===== config.mk =====
export PLATFORM = sky130hd
export DESIGN_NAME = ifm_chunk_sparse_encoder
export DESIGN_NICKNAME = d
export VERILOG_FILES = /design/src/rtl/ifm_enc_pkg.sv /design/src/rtl/ifm_beat_compactor.sv /design/src/rtl/ifm_chunk_sparse_encoder.sv
export SDC_FILE = /design/constraint.sdc
export NUM_CORES = 1
export LEC_CHECK = 0
export CORE_MARGIN = 2
export CORE_UTILIZATION = 40
export DETAILED_ROUTE_END_ITERATION = 7
export SYNTH_ARGS = -nofsm -noshare
export SYNTH_HDL_FRONTEND = slang
export SYNTH_HIERARCHICAL = 1
export SYNTH_SLANG_ARGS = --single-unit

===== constraint.sdc =====
create_clock -name clk_i -period 1.6 [get_ports clk_i]
set_clock_uncertainty 0.05 [all_clocks]
set_input_delay 0.32 -clock clk_i [delete_from_list [all_inputs] [get_ports clk_i]]
set_output_delay 0.32 -clock clk_i [all_outputs]
set_load 0.005 [all_outputs]

===== src/rtl/ifm_enc_pkg.sv =====
// Shared types, sizes and helpers for the IFM sparse chunk encoder.
// BUS_SIZE / MEM_SIZE come from macros of the same name (defaults 8 / 32).
`ifndef BUS_SIZE
`define BUS_SIZE 8
`endif
`ifndef MEM_SIZE
`define MEM_SIZE 32
`endif

package ifm_enc_pkg;

  localparam int BUS_SIZE       = `BUS_SIZE;
  localparam int MEM_SIZE       = `MEM_SIZE;
  localparam int WR_DAT_CYC_NUM = MEM_SIZE / BUS_SIZE;
  localparam int CNT_W          = $clog2(WR_DAT_CYC_NUM);
  localparam int POP_W          = $clog2(BUS_SIZE) + 1;
  localparam int NZ_W           = $clog2(MEM_SIZE) + 1;

  typedef enum logic {
    S_WAIT,
    S_FILL
  } state_e;

  function automatic logic [POP_W-1:0] popcount_bus(
    input logic [BUS_SIZE-1:0] m
  );
    logic [POP_W-1:0] c;
    c = '0;
    for (int i = 0; i < BUS_SIZE; i++)
      c = c + POP_W'(m[i]);
    return c;
  endfunction

endpackage


===== src/rtl/ifm_beat_compactor.sv =====
// Combinational per-beat sparsemap build and nonzero-byte compaction.
// Each set byte is steered to the slot given by the prefix count below it.
module ifm_beat_compactor
  import ifm_enc_pkg::*;
(
  input  logic [BUS_SIZE*8-1:0] beat,
  output logic [BUS_SIZE-1:0]   smap,
  output logic [BUS_SIZE*8-1:0] cdata
);

  always_comb begin
    smap = '0;
    for (int j = 0; j < BUS_SIZE; j++)
      smap[j] = |beat[j*8 +: 8];
  end

  always_comb begin
    int p;
    cdata = '0;
    p = 0;
    for (int j = 0; j < BUS_SIZE; j++) begin
      if (smap[j])
        cdata[p*8 +: 8] = beat[j*8 +: 8];
      p = p + int'(smap[j]);
    end
  end

endmodule


===== src/rtl/ifm_chunk_sparse_encoder.sv =====
// Dense-to-sparse IFM chunk writer with ping-pong buffer ownership.
// Optional IFM_ENC_NZ_COUNT_EN adds the per-chunk nonzero byte count.
module ifm_chunk_sparse_encoder
  import ifm_enc_pkg::*;
(
  input  logic                  clk_i,
  input  logic                  rst_ni,
  input  logic [BUS_SIZE*8-1:0] in_data_i,
  input  logic                  in_valid_i,
  output logic                  in_ready_o,
  output logic [BUS_SIZE-1:0]   wr_sparsemap_o,
  output logic [BUS_SIZE*8-1:0] wr_nonzero_data_o,
  output logic                  wr_valid_o,
  output logic [CNT_W-1:0]      wr_count_o,
  output logic                  wr_sel_o,
  input  logic [1:0]            buf_release_i,
`ifdef IFM_ENC_NZ_COUNT_EN
  output logic [NZ_W-1:0]       chunk_nz_cnt_o,
`endif
  output logic [1:0]            buf_full_o,
  output logic                  chunk_done_o
);

  localparam logic [CNT_W-1:0] LAST = CNT_W'(WR_DAT_CYC_NUM - 1);

  state_e                  state;
  logic                    sel;
  logic [CNT_W-1:0]        cnt;
  logic [1:0]              buf_full;
  logic [1:0]              buf_full_nxt;
  logic [BUS_SIZE-1:0]     smap;
  logic [BUS_SIZE*8-1:0]   cdata;
  logic                    accept;
  logic                    last;

  ifm_beat_compactor u_cmp (
    .beat  (in_data_i),
    .smap  (smap),
    .cdata (cdata)
  );

  assign in_ready_o = (state == S_FILL);
  assign accept     = in_valid_i && in_ready_o;
  assign last       = accept && (cnt == LAST);
  assign buf_full_o = buf_full;

  // Set wins over a same-cycle release of the buffer just completed.
  always_comb begin
    buf_full_nxt = buf_full & ~buf_release_i;
    if (last)
      buf_full_nxt[sel] = 1'b1;
  end

  always_ff @(posedge clk_i or negedge rst_ni) begin
    if (!rst_ni) begin
      state             <= S_WAIT;
      sel               <= 1'b0;
      cnt               <= '0;
      buf_full          <= '0;
      wr_valid_o        <= 1'b0;
      chunk_done_o      <= 1'b0;
      wr_sparsemap_o    <= '0;
      wr_nonzero_data_o <= '0;
      wr_count_o        <= '0;
      wr_sel_o          <= 1'b0;
    end else begin
      wr_valid_o   <= accept;
      chunk_done_o <= last;
      buf_full     <= buf_full_nxt;
      if (accept) begin
        wr_sparsemap_o    <= smap;
        wr_nonzero_data_o <= cdata;
        wr_count_o        <= cnt;
        wr_sel_o          <= sel;
        cnt               <= cnt + CNT_W'(1);
      end
      unique case (state)
        S_WAIT: begin
          if (!buf_full[sel] || buf_release_i[sel])
            state <= S_FILL;
        end
        S_FILL: begin
          if (last) begin
            state <= S_WAIT;
            sel   <= ~sel;
          end
        end
        default: state <= S_WAIT;
      endcase
    end
  end

`ifdef IFM_ENC_NZ_COUNT_EN
  logic [NZ_W-1:0] nz_acc;
  logic [NZ_W-1:0] nz_sum;

  assign nz_sum = ((cnt == '0) ? '0 : nz_acc)
                + NZ_W'(popcount_bus(smap));

  always_ff @(posedge clk_i or negedge rst_ni) begin
    if (!rst_ni) begin
      nz_acc         <= '0;
      chunk_nz_cnt_o <= '0;
    end else if (accept) begin
      nz_acc <= nz_sum;
      if (last)
        chunk_nz_cnt_o <= nz_sum;
    end
  end
`endif

  a_no_release_on_set: assert property (
    @(posedge clk_i) disable iff (!rst_ni)
    !(last && buf_release_i[sel])
  );

endmodule


After elaboration in Yosys (flattened, before gate mapping)
Cells that the tools add are included.
{"block": "word_totals", "register_bits": 83, "latch_bits": 0, "ramBits": 0, "rom_bits": 0, "out_inout_bits": 80, "n_memories": 0}
{"block": "classes", "add_sub_neg": 14, "multipliers": 0, "div_mod_pow": 0, "n_lt_le_gt_ge": 2, "n_eq_ne": 1, "shift": 14, "mux": 25, "bitwise_logic": 5, "reduce_logical": 14}
{"op": "64-bit bitwise mux", "n": 7}
{"op": "64-bit 2-to-1 mux", "n": 7}
{"op": "8-bit by 33-bit variable shift with 64-bit output (first input constant)", "n": 7}
{"op": "8-bit by 33-bit indexed part select with 64-bit output", "n": 7}
{"op": "32-bit negator with 33-bit output", "n": 6}
{"op": "29-bit by 2-bit adder with 29-bit output", "n": 5}
{"op": "8-bit OR reduction", "n": 8}
{"op": "4-bit negator with 33-bit output", "n": 1}
{"op": "8-bit 2-to-1 mux", "n": 1}
{"op": "1-bit 2-to-1 mux", "n": 7}
{"op": "1-bit logical AND", "n": 3}
{"op": "1-bit by 1-bit adder with 2-bit output", "n": 1}
{"op": "2-bit by 1-bit adder with 2-bit output (second input constant)", "n": 1}
{"op": "2-bit AND", "n": 1}
{"op": "2-bit == test (second input constant)", "n": 1}
{"op": "1-bit by 2-bit less-than comparator with 1-bit output (second input constant)", "n": 1}
{"op": "2-bit 2-to-1 mux", "n": 1}
{"op": "1-bit inverter", "n": 2}
{"op": "2-bit inverter", "n": 1}
{"op": "2-bit OR", "n": 1}
{"op": "1-bit case mux with 2 select lines", "n": 1}
{"op": "2-bit AND reduction", "n": 1}
{"op": "1-bit demux with 1-bit select", "n": 1}
{"op": "1-bit >= comparator (second input constant)", "n": 1}
{"op": "other kinds (2)", "n": 2}

Longest topological paths before layout
Gate-level depths: netlist of the first run.
{"block": "depth", "depth_word": 17, "depth_mapped": 25}

Cells and area by module
Netlist of the first run, hierarchy kept.
{"module": "ifm_beat_compactor", "n_inst": 1, "cells_each": 817, "area_per_inst_um2": 5435.2, "seq_area_each_um2": 0.0}
{"module": "ifm_chunk_sparse_encoder", "n_inst": 1, "cells_each": 181, "area_per_inst_um2": 3357.0, "seq_area_each_um2": 2077.0}

Least setup slack after synthesis of the first run
No wires, ideal clock.
{"block": "synth_path", "path_kind": "input to register", "start": "input port in_data_i[4]", "end": "register wr_nonzero_data_o[10]", "t_arrival_ps": 6133, "required_time_ps": 1425, "path_slack_ps": -4708, "cell_stages": 23, "path_cell_list": "nor4_1 nand2_1 fa_1 ha_1 inv_1 fa_1 inv_1 ha_1 ha_1 clkbuf_1 xnor3_2 or2_1 a21boi_0 and2_1 ha_1 nor2b_1 nand4_1 o31ai_2 nor3b_1 and4_1 buf_4 mux2i_1 mux2_4"}
{"block": "synth_between", "elab_chain_cells": 17, "word_cells_on_any_way": 42, "classes_between": "13 x add/sub; 14 x shift; 14 x mux; 1 x reduce/logical"}
{"item": "from (decl)", "line": "ifm_chunk_sparse_encoder.sv:8", "text": "input logic [BUS_SIZE*8-1:0] in_data_i,"}
{"item": "8-bit OR reduction *", "line": "ifm_beat_compactor.sv:14", "text": "smap[j] = |beat[j*8 +: 8];"}
{"item": "named net smap[0]", "line": "ifm_chunk_sparse_encoder.sv:31", "text": "logic [BUS_SIZE-1:0] smap;"}
{"item": "branches (longest 15 deep; another with 32-bit negator with 33-bit output)"}
{"item": "64-bit 2-to-1 mux *", "line": "ifm_beat_compactor.sv:22", "text": "if (smap[j])"}
{"item": "named net cdata[10]", "line": "ifm_chunk_sparse_encoder.sv:32", "text": "logic [BUS_SIZE*8-1:0] cdata;"}
{"item": "to (signal assigned)", "line": "ifm_chunk_sparse_encoder.sv:72", "text": "wr_nonzero_data_o <= cdata;"}
{"item": "to (decl)", "line": "ifm_chunk_sparse_encoder.sv:12", "text": "output logic [BUS_SIZE*8-1:0] wr_nonzero_data_o,"}
Mark *: on every way through the listed nets, which the timed path passes.
A chain may end at the register's enable or synchronous reset.

Worst setup path after layout of the first run
{"block": "layout_path", "start": "input port in_data_i[19]", "end": "register wr_nonzero_data_o[11]"}
{"block": "layout_between", "elab_chain_cells": 14, "word_cells_on_any_way": 34, "classes_between": "10 x add/sub; 11 x shift; 12 x mux; 1 x reduce/logical"}
{"item": "8-bit OR reduction *", "line": "ifm_beat_compactor.sv:14"}
{"item": "named net smap[2]", "line": "ifm_chunk_sparse_encoder.sv:31"}
{"item": "branches (longest 12 deep; another with 32-bit negator with 33-bit output)"}
{"item": "64-bit 2-to-1 mux *", "line": "ifm_beat_compactor.sv:22"}
{"item": "named net cdata[11]", "line": "ifm_chunk_sparse_encoder.sv:32"}
Marked as above.

==> key figures, run 1 <==
Logic synthesis
  – Register bit total from synthesis: 83
  – Synth Area in Adders: 3.73%
  – Post-synth top area share: 23.6%
  – Main combinational cell family by area after synthesis: multiplexers
  – XOR/XNOR Fraction of Synth Area: 2.50%
  – Sequential-to-total area share from yosys stat: 23.6%
  – Area leader, netlist: dfrtp_1
  – Yosys Warn Count: 6
  – Ys flop type: dfrtp_1
  – Asr flop ratio synth: 100%
  – EDFF count, synth: 0
  – Synth area leaders: dfrtp_1, mux2i_1, mux2_4
  – Mean post-synth cell area: 8.81 um^2
  – Post-synthesis simple-gate area fraction: 22.2%
  – Mux cell area share after synthesis: 25.4%
  – Netlist Area Pre-Place: slightly below 9000 um^2
  – Gate count of the mapped netlist: 998
  – Compound-Gate Fraction of Synth Area: 16.7%
  – Synth cell types: 88

Global route
  – Vias in the first global route: around 10k
  – Largest net degree at the start of global routing: 39
  – Grt ovf: 0
  – First-pass GRT wire length: 58.1 mm
  – GRT Resource Usage Total: 32.3%
  – Initial antenna violation count: 0

Timing
  – Final Max Slew Viols: 0
  – Least-Margin Pin Slew: 0.611 ns
  – Max Clock Freq: 196 MHz
  – Post-route clock period utilization: 319%
  – Setup-failing EPs final: between 60 and 70
  – Relative slew slack: 58.8%
  – Unrepaired setup endpoints after global routing: true
  – Final min period: 5.10 ns
  – Setup ws final: -3.50 ns
  – Hold Fails Final Rpt: 0

Layout
  – Most common cell after layout, fill and taps aside: buf_4
  – Final net count: 1535
  – Area growth syn-to-layout: 60.6%
  – Final core utilization: 65.1%
  – Fraction of layout cells with a size suffix above 1: roughly two fifths
  – Finished Layout Cells: 1726
  – Ant diodes: 0
  – Leading cell types in the layout, fill and taps excluded: buf_4, mux2i_1, nand2_1

Route
  – Vias/cell: a little under 6
  – Final wirelength: 38.9 mm
  – DR iter-0 viols: 1161
  – DR pass1 iterations: 7
  – ANT nets after route: 0
  – Via count: 10.2k
  – Wire per inst: 22.5 um
  – DRC Markers: 0

Clock tree
  – Clk_lat worst skew: around 0.36 ns
  – CTS root buffer: clkbuf_16
  – CTS tree: done
  – Clock Path Buffers: 2
  – Clk slew on worst S/H paths: 0.07 ns
  – H-tree level count: 3
  – Sink Count: a little over 80
  – CTS buffer count: 9

Floorplanning
  – I/O pins: 149
  – Die X: approximately 150 um
  – Core area: between 20000 and 25000 um^2
  – Die height: roughly 150 um
  – Initial Util: 40.5%
  – Die area: 23200 um^2
  – Row Count: 54

Power
  – Pleak: 0.00666 uW
  – Max VDD drop: 0.000824 V
  – PwrDens: 703 nW/um^2

Setup path
  – Crit path from: in_data_i[19]
  – CP Cell Sequence: clkbuf_2, nor4_4, nand2_2, fa_2, ha_4, inv_2, fa_2, inv_2, ha_4, ha_4, xnor3_2, or2_4, a21boi_2, and2_4, ha_4, nor2b_1, nand4_1, o31ai_4, nor3b_2, and4_4, buf_12, mux2i_1, mux2_4
  – Reg-to-Reg Start: in_ready_o$_DFF_PN0_
  – Worst path max stage delay: around 0.62 ns
  – Critical path type: input port to register
  – Most used cell, CP: ha_4
  – CP required: 1.79 ns
  – Crit path max-delay cell type: fa_2
  – Kind of start point of the critical path: input port
  – Crit-path max FO: 8
  – Crit end category: register
  – Critical Path AT: 5.29 ns

Run status
  – Outcome: complete, but fails checks
  – Failing checks: negative setup slack

Placement
  – Port Buffers: 148
  – Gpl congestion: 1.04
  – Detailed Place HPWL: between 30 and 40 mm
  – Placed instance count: between 1.5k and 2k

Min path
  – Hold Crit Class: input port to async pin

Run
  – MaxCap Viol Count: 0
==> what timing repair did <==
action / in CTS / in global routing
hold endpoints to repair: 22 / 0
cloned: 0 / 2
setup buffers: 25 / 25
gates resized for setup: 195 / 137
endpoints found under the setup margin: 120 / 95
hold buffers: 1 / 0
pin swaps: 40 / 49
==> cell usage after synthesis, types with 19 or more instances <==
library cell    n
a21oi_1        27
a31oi_1        30
and3_1         26
clkbuf_1       47
dfrtp_1        83
ha_1           23
inv_1          25
mux2_2         32
mux2_4         50
mux2i_1       112
nand2_1        93
nand3_1        67
nor2_1         52
nor4_1         19
o211ai_1       24
o21ai_0        49
==> registers in the layout, summed over array words and instances, names as in the netlist <==
signal             flops
buf_full_o             2
chunk_done_o           1
cnt                    2
in_ready_o             1
sel                    1
wr_count_o             2
wr_nonzero_data_o     64
wr_sel_o               1
wr_sparsemap_o         8
wr_valid_o             1
==> cell type report <==
| type | instances | area (um^2) |
|---|---|---|
| clock buffer | 9 | 225 |
| clock inverter | 7 | 92.6 |
| inverter | 27 | 104 |
| timing repair buffer | 501 | 4300 |
| tap | 280 | 350 |
| fill | 1827 | 7560 |
| multi-input combinational | 819 | 6980 |
| sequential | 83 | 2080 |
==> metal layers <==
| layer | vias up | part of all wire, % | routed length (um) | global-route usage, % |
|---|---|---|---|---|
| met1 | 4964 | 43 | 16900 | 45.5 |
| li1 | 4676 | - | - | - |
| met3 | 79 | 8.5 | 3290 | 4.92 |
| met2 | 523 | 45 | 17600 | 50.4 |
| met4 | 0 | 2.9 | 1140 | 11.3 |
| met5 | - | 0 | 0 | 0 |
==> kinds of logic (layout without fill, tap and decap cells) <==
group | count (synthesis) | in the layout
AND/OR/NAND/NOR | 365 | 365
AO/OA/AOI/OAI | 215 | 215
other | 1 | 2
XOR/XNOR | 18 | 18
multiplexers | 194 | 194
buffers and inverters | 97 | 544
adder cells (fa/ha/maj) | 25 | 25
flip-flops | 83 | 83
==> power breakdown <==
| part | total, uW | switching (uW) | internal, uW |
|---|---|---|---|
| Clock | 2300 | 1050 | 1260 |
| Combinational | 4520 | 1860 | 2650 |
| Sequential | 3120 | 404 | 2710 |
==> worst max-delay path: cells and delay by family <==
| kind | cells | cell delay [ns] |
|---|---|---|
| muxes | 2 | 0.36 |
| buffers and inverters | 4 | 0.33 |
| xor gates and xnor gates | 1 | 0.26 |
| AOI/OAI and AO/OA | 2 | 0.29 |
| and+or+nand+nor | 8 | 1.72 |
| adders and majority gates | 6 | 2.00 |
==> per-stage QoR <==
step	hold WS [ns]	total power (uW)	worst slack, ns	cell area [um^2]	TNS (ns)
final	0.374	9930	-3.50	14100	-217.72
after CTS	0.382	9770	-3.37	13500	-209.44
after detailed placement	0.211	7480	-4.32	12900	-275.39
after global placement	0.202	7440	-4.18	12900	-267.58
after floorplan	-0.0256	5100	-3.64	9060	-227.33
after global routing	0.402	10400	-3.60	14100	-225.52
==> worst paths after layout <==
| check | to | slack, ns | depth (start not counted) |
|---|---|---|---|
| worst max-delay path | wr_nonzero_data_o[11]$_DFFE_PN0P_ | -3.50 | 23 |
| worst min-delay path | wr_nonzero_data_o[56]$_DFFE_PN0P_ | 0.37 | 2 |
| worst max register to register | wr_nonzero_data_o[56]$_DFFE_PN0P_ | 0.19 | 5 |
| worst min register to register | wr_sparsemap_o[6]$_DFFE_PN0P_ | 0.46 | 1 |
| max in group asynchronous | wr_sparsemap_o[0]$_DFFE_PN0P_ | 0.57 | 3 |
| min in group clk_i | wr_sparsemap_o[2]$_DFFE_PN0P_ | 0.45 | 5 |
Power figures use the tool's default switching activity.
==> run 2, diff against run 1 <==
--- a/config.mk
+++ b/config.mk
@@ -8,6 +8,7 @@
 export CORE_MARGIN = 2
 export CORE_UTILIZATION = 40
 export DETAILED_ROUTE_END_ITERATION = 7
+export HOLD_SLACK_MARGIN = 0.12
 export SYNTH_ARGS = -nofsm -noshare
 export SYNTH_HDL_FRONTEND = slang
 export SYNTH_HIERARCHICAL = 1
==> constraint.sdc (replaced) <==
create_clock -name clk_i -period 5.5 [get_ports clk_i]
set_clock_uncertainty 0.05 [all_clocks]
set_input_delay 1.1 -clock clk_i [delete_from_list [all_inputs] [get_ports clk_i]]
set_output_delay 1.1 -clock clk_i [all_outputs]
set_load 0.005 [all_outputs]
==> run 2 against run 1 <==
  * Sequential power decreased by 71%
  * Power decreased by 71%
  * Highest routed layer unchanged
  * Combinational power down 71%
  * Core utilization decreased by 2.1 points
  * The flow still finishes with violations (negative setup slack)
  * First-iteration DRC count down 16%
  * Largest cell class unchanged
  * Clock power fell by 72%
==> key figures, run 2 (same netlist as run 1, synthesis figures left out) <==
Timing
  – Post-route clock period utilization: 106%
  – Setup-failing EPs final: 64
  – Max Clock Freq: 171 MHz
  – Final Max Slew Viols: 0
  – Least-Margin Pin Slew: a little over 0.8 ns
  – Hold Fails Final Rpt: 0
  – Relative slew slack: between 40% and 50%
  – Hold_ws: 0.457 ns
  – Unrepaired setup endpoints after global routing: true
  – Setup ws final: -0.342 ns
  – Final min period: 5.84 ns

Route
  – Vias/cell: 5.93
  – ANT nets after route: 0
  – DR iter-0 viols: slightly below 1k
  – Final wirelength: 38.3 mm
  – Wire per inst: 23.1 um
  – DRC Markers: 0
  – DR pass1 iterations: 5
  – Via count: 9850

Power
  – Max VDD drop: approximately 0.00027 V
  – Pleak: 0.00605 uW
  – PwrDens: 208 nW/um^2

Clock tree
  – Clk_lat worst skew: around 0.36 ns
  – CTS root buffer: clkbuf_16
  – CTS tree: done
  – Clock Path Buffers: 2
  – Hold-fix buffers, CTS: 0
  – H-tree level count: 3
  – CTS buffer count: 9
  – Clk slew on worst S/H paths: 0.07 ns
  – Sink Count: 83

Floorplanning
  – Die height: 152 um
  – I/O pins: 149
  – Die X: 152 um
  – Core area: between 20000 and 25000 um^2
  – Row Count: 54
  – Initial Util: roughly two fifths
  – Die area: 23200 um^2

Layout
  – Leading cell types in the layout, fill and taps excluded: buf_4, clkdlybuf4s50_1, mux2i_1
  – Area growth syn-to-layout: 55.5%
  – Ant diodes: 0
  – Final core utilization: 63.0%
  – Final net count: 1470
  – Most common cell after layout, fill and taps aside: buf_4
  – Fraction of layout cells with a size suffix above 1: 39.0%
  – Largest Register: wr_nonzero_data_o
  – Top flop regs: wr_nonzero_data_o: 64 flops, wr_sparsemap_o: 8 flops
  – Largest register FFs: 64

Global route
  – First-pass GRT wire length: 57.3 mm
  – Largest net degree at the start of global routing: 66
  – Initial antenna violation count: 0
  – GRT Resource Usage Total: 32.0%
  – Grt ovf: 0
  – Vias in the first global route: 9814

Setup path
  – Crit-path max FO: 8
  – Crit end category: register
  – Kind of start point of the critical path: input port
  – CP required: 5.69 ns
  – Critical path type: input port to register
  – Critical Path AT: 6.03 ns

Placement
  – Detailed Place HPWL: 29.7 mm
  – Gpl congestion: 1.05
  – Port Buffers: roughly 150

Run status
  – Outcome: complete, but fails checks
  – Failing checks: negative setup slack

Run
  – MaxCap Viol Count: 0

Min path
  – Hold Crit Class: register to register
run 2: where the power goes:
group	switching (uW)	leakage, uW	internal (uW)
Clock	308	0.000149	324
Combinational	506	0.00492	785
Sequential	126	0.000981	789
run 2: critical path: stages:
cell      delay [ns]
buf_6           0.10
nor4_4          0.37
nand2_2         0.12
fa_2            0.62
ha_4            0.15
inv_2           0.04
fa_2            0.56
inv_2           0.05
ha_4            0.28
ha_4            0.15
xnor3_2         0.27
or2_4           0.29
a21boi_4        0.16
and2_4          0.17
ha_4            0.21
nor2b_1         0.11
nand4_1         0.17
o31ai_4         0.12
nor3b_4         0.25
and4_4          0.26
buf_12          0.13
mux2i_1         0.08
mux2_4          0.27
run 2: path summary, 6_finish.rpt:
check	startpoint	depth (start not counted)	slack, ns	to
min in group asynchronous	rst_ni	1	0.55	wr_nonzero_data_o[58]$_DFFE_PN0P_
worst max-delay path	in_data_i[3]	23	-0.34	wr_nonzero_data_o[12]$_DFFE_PN0P_
worst min register to register	wr_sparsemap_o[6]$_DFFE_PN0P_	1	0.46	wr_sparsemap_o[6]$_DFFE_PN0P_
worst max register to register	in_ready_o$_DFF_PN0_	4	3.39	wr_sparsemap_o[6]$_DFFE_PN0P_
worst min-delay path	wr_sparsemap_o[6]$_DFFE_PN0P_	1	0.46	wr_sparsemap_o[6]$_DFFE_PN0P_
max in group asynchronous	rst_ni	2	3.71	wr_sparsemap_o[1]$_DFFE_PN0P_
run 2: final cells by class:
class,count,area [um^2]
fill,1843,8020
inverter,27,104
timing repair buffer,436,3850
sequential,83,2080
multi-input combinational,819,6980
tap,280,350
clock buffer,9,225
clock inverter,7,76.3
run 2: routing by layer:
metal	share of wire (%)	track usage, %	vias to the layer above	routed length (um)
li1	-	-	4544	-
met1	44	44.7	4761	16900
met2	46	51.6	478	17400
met3	8.2	5.15	67	3140
met4	2.3	8.32	0	880
met5	0	0	-	0
run 2: metrics by stage:
step | power, uW | TNS [ns] | std cells | area, um^2 | setup slack, ns
after global placement | 2120 | -68.24 | 1608 | 12500 | -1.13
final | 2840 | -17.00 | 1661 | 13700 | -0.342
after global routing | 2970 | -27.36 | 1661 | 13700 | -0.512
after floorplan | 1480 | -27.53 | 999 | 9020 | -0.524
after CTS | 2820 | -9.80 | 1654 | 13400 | -0.226
after detailed placement | 2120 | -73.11 | 1608 | 12500 | -1.24
run 2: what timing repair did:
action,CTS,global route
resized for setup,164,78
endpoints found under the setup margin,64,64
buffers inserted,32,8
pin swaps,45,40
gates cloned,1,0
==> run 3, diff against run 2 <==
--- a/config.mk
+++ b/config.mk
@@ -9,7 +9,10 @@
 export CORE_UTILIZATION = 40
 export DETAILED_ROUTE_END_ITERATION = 7
 export HOLD_SLACK_MARGIN = 0.12
+export SETUP_SLACK_MARGIN = 0.15
+export SKIP_LAST_GASP = 1
 export SYNTH_ARGS = -nofsm -noshare
 export SYNTH_HDL_FRONTEND = slang
 export SYNTH_HIERARCHICAL = 1
 export SYNTH_SLANG_ARGS = --single-unit
+export TNS_END_PERCENT = 20
==> run 3 against run 2 <==
  * The flow still finishes with violations (negative setup slack)
  * Largest cell class unchanged
  * Critical path depth decreased by 1
  * Final cell count is 1.1% lower
  * Fmax grew 0.35%
  * Worst setup slack gained 0.021 ns
  * Count of clock-buffer cells in the layout did not move
  * Sequential power about the same
  * Routed wire length decreased by 2.1%
  * Critical path type unchanged
  * Critical endpoint is now wr_nonzero_data_o[3]$_DFFE_PN0P_
  * Global-route usage decreased by 0.48 points
==> key figures, run 3 (same netlist as run 1, synthesis figures left out) <==
Floorplanning
  – I/O pins: 149
  – Die height: 152 um
  – Row Count: 54
  – Initial Util: 40.5%
  – Die X: between 150 and 200 um
  – Core area: around 22000 um^2
  – Die area: 23200 um^2

Timing
  – Setup ws final: -0.321 ns
  – Setup-failing EPs final: 64
  – Max Clock Freq: roughly 170 MHz
  – Unrepaired setup endpoints after global routing: true
  – Final Max Slew Viols: 0
  – Hold Fails Final Rpt: 0
  – Least-Margin Pin Slew: 1.12 ns
  – Relative slew slack: 25.5%
  – Final min period: a little under 6 ns
  – Post-route clock period utilization: 106%

Power
  – Max VDD drop: 0.000339 V
  – PwrDens: 216 nW/um^2
  – Pleak: between 0.005 and 0.006 uW
  – Power Total: 2850 uW

Clock tree
  – Clk slew on worst S/H paths: 0.07 ns
  – CTS tree: done
  – Hold-fix buffers, CTS: 0
  – Clock Path Buffers: 2
  – Sink Count: 83
  – CTS buffer count: 9
  – Clk_lat worst skew: 0.35 ns
  – CTS root buffer: clkbuf_16
  – H-tree level count: 3

Global route
  – Grt ovf: 0
  – Largest net degree at the start of global routing: 68
  – First-pass GRT wire length: 56.9 mm
  – Vias in the first global route: 9571
  – GRT Resource Usage Total: 31.5%
  – Initial antenna violation count: 0

Setup path
  – Crit path from: in_data_i[22]
  – Kind of start point of the critical path: input port
  – Worst path max stage delay: 0.59 ns
  – Critical Path AT: 6.00 ns
  – Reg-to-Reg Start: in_ready_o$_DFF_PN0_
  – CP Cell Sequence: dlygate4sd2_1, nor4_4, nand2_2, fa_2, ha_4, inv_2, fa_2, inv_2, ha_4, ha_4, xnor3_2, or2_4, a21boi_2, and2_4, ha_4, nor2b_2, nand4_1, buf_4, buf_4, or2_2, mux2_2, mux2_4
  – Most used cell, CP: ha_4
  – Crit end category: register
  – Crit path max-delay cell type: fa_2
  – Crit-path max FO: 5
  – CP required: between 5 and 6 ns
  – Critical path type: input port to register

Route
  – DRC Markers: 0
  – DR iter-0 viols: 1014
  – Wire per inst: 22.8 um
  – Via count: 9846
  – DR pass1 iterations: 5
  – Vias/cell: ~6
  – ANT nets after route: 0
  – Final wirelength: roughly 38 mm

Placement
  – Placed cell area: 12300 um^2
  – Detailed Place HPWL: 29.5 mm
  – Pre-CTS WS: -1.22 ns
  – Gpl congestion: 0.996
  – Port Buffers: 148

Layout
  – Top flop regs: wr_nonzero_data_o: 64 flops, wr_sparsemap_o: 8 flops
  – Area growth syn-to-layout: 49.6%
  – Largest Register: wr_nonzero_data_o
  – Ant diodes: 0
  – Fraction of layout cells with a size suffix above 1: 35.2%
  – Most common cell after layout, fill and taps aside: buf_4
  – Fillcell total: 1922
  – Multi-input logic area: 6710 um^2
  – Largest register FFs: 64
  – Final core utilization: around 60%
  – Final Cell Area: 13200 um^2
  – Seq. cell area: a little over 2000 um^2
  – Leading cell types in the layout, fill and taps excluded: buf_4, clkdlybuf4s50_1, mux2i_1
  – Final net count: ~1.5k

Run
  – MaxCap Viol Count: 0

Run status
  – Outcome: complete, but fails checks
  – Failing checks: negative setup slack

Min path
  – Hold Crit Class: register to register
  – Worst hold start: wr_nonzero_data_o[6]$_DFFE_PN0P_
[run 3: cell types whose count changed in the layout (fill, tap and decap cells not counted), moves of 6 or more]
| cell | change |
|---|---|
| buf_4 | -8 |
| mux2i_1 | +10 |
| buf_6 | -9 |
| mux2_4 | -8 |
| mux2_2 | +8 |
| mux2i_2 | -6 |
| buf_12 | -7 |
[run 3: power by group]
part           internal, uW  switching, uW
registers               789            125
clock network           407            289
logic                   747            490
total                  1940            904
[run 3: worst max-delay path: cells and delay by family]
family | cells | cell delay (ns)
xor+xnor | 1 | 0.27
buf+inv | 5 | 0.66
fa+ha+maj | 6 | 1.93
simple gates | 7 | 1.32
mux | 2 | 0.54
compound gates | 1 | 0.16
[run 3: routing by layer]
| layer | routed length [um] | share of wire [%] | GRT usage, % |
|---|---|---|---|
| met3 | 3230 | 8.6 | 5.60 |
| met1 | 16300 | 43 | 44.2 |
| met2 | 17200 | 46 | 50.4 |
| met4 | 783 | 2.1 | 7.97 |
| met5 | 0 | 0 | 0 |
[run 3: cell type report]
cell class	count	area share [%]
inverter	27	0.789
clock inverter	7	0.846
timing repair buffer	417	27.2
clock buffer	9	1.71
multi-input combinational	819	51.0
tap	280	2.66
sequential	83	15.8
[run 3: path summary, 6_finish.rpt]
| path | endpoint | slack (ns) | cells past startpoint |
|---|---|---|---|
| min in group asynchronous | wr_nonzero_data_o[24]$_DFFE_PN0P_ | 0.57 | 1 |
| max in group asynchronous | wr_nonzero_data_o[19]$_DFFE_PN0P_ | 3.68 | 2 |
| min reg2reg | wr_nonzero_data_o[6]$_DFFE_PN0P_ | 0.46 | 1 |
| min | wr_nonzero_data_o[6]$_DFFE_PN0P_ | 0.46 | 1 |
| max reg2reg | wr_nonzero_data_o[5]$_DFFE_PN0P_ | 3.28 | 4 |
| max | wr_nonzero_data_o[3]$_DFFE_PN0P_ | -0.32 | 22 |
[run 3: per-stage QoR]
| stage | TNS (ns) | hold slack (ns) | std cells |
|---|---|---|---|
| 2_1_floorplan | -28.11 | 0.419 | 999 |
| 3_3_place_gp | -65.89 | 0.442 | 1609 |
| 3_5_place_dp | -72.55 | 0.444 | 1609 |
| 4_1_cts | -11.30 | 0.459 | 1631 |
| 5_1_grt | -24.25 | 0.475 | 1642 |
| 6_report | -13.60 | 0.458 | 1642 |
[run 3: repair_timing]
action | in CTS | in global routing
setup endpoints to repair | 64 | 64
gates resized for setup | 103 | 68
gates cloned | 0 | 1
pin swaps | 24 | 24
buffers inserted | 6 | 10
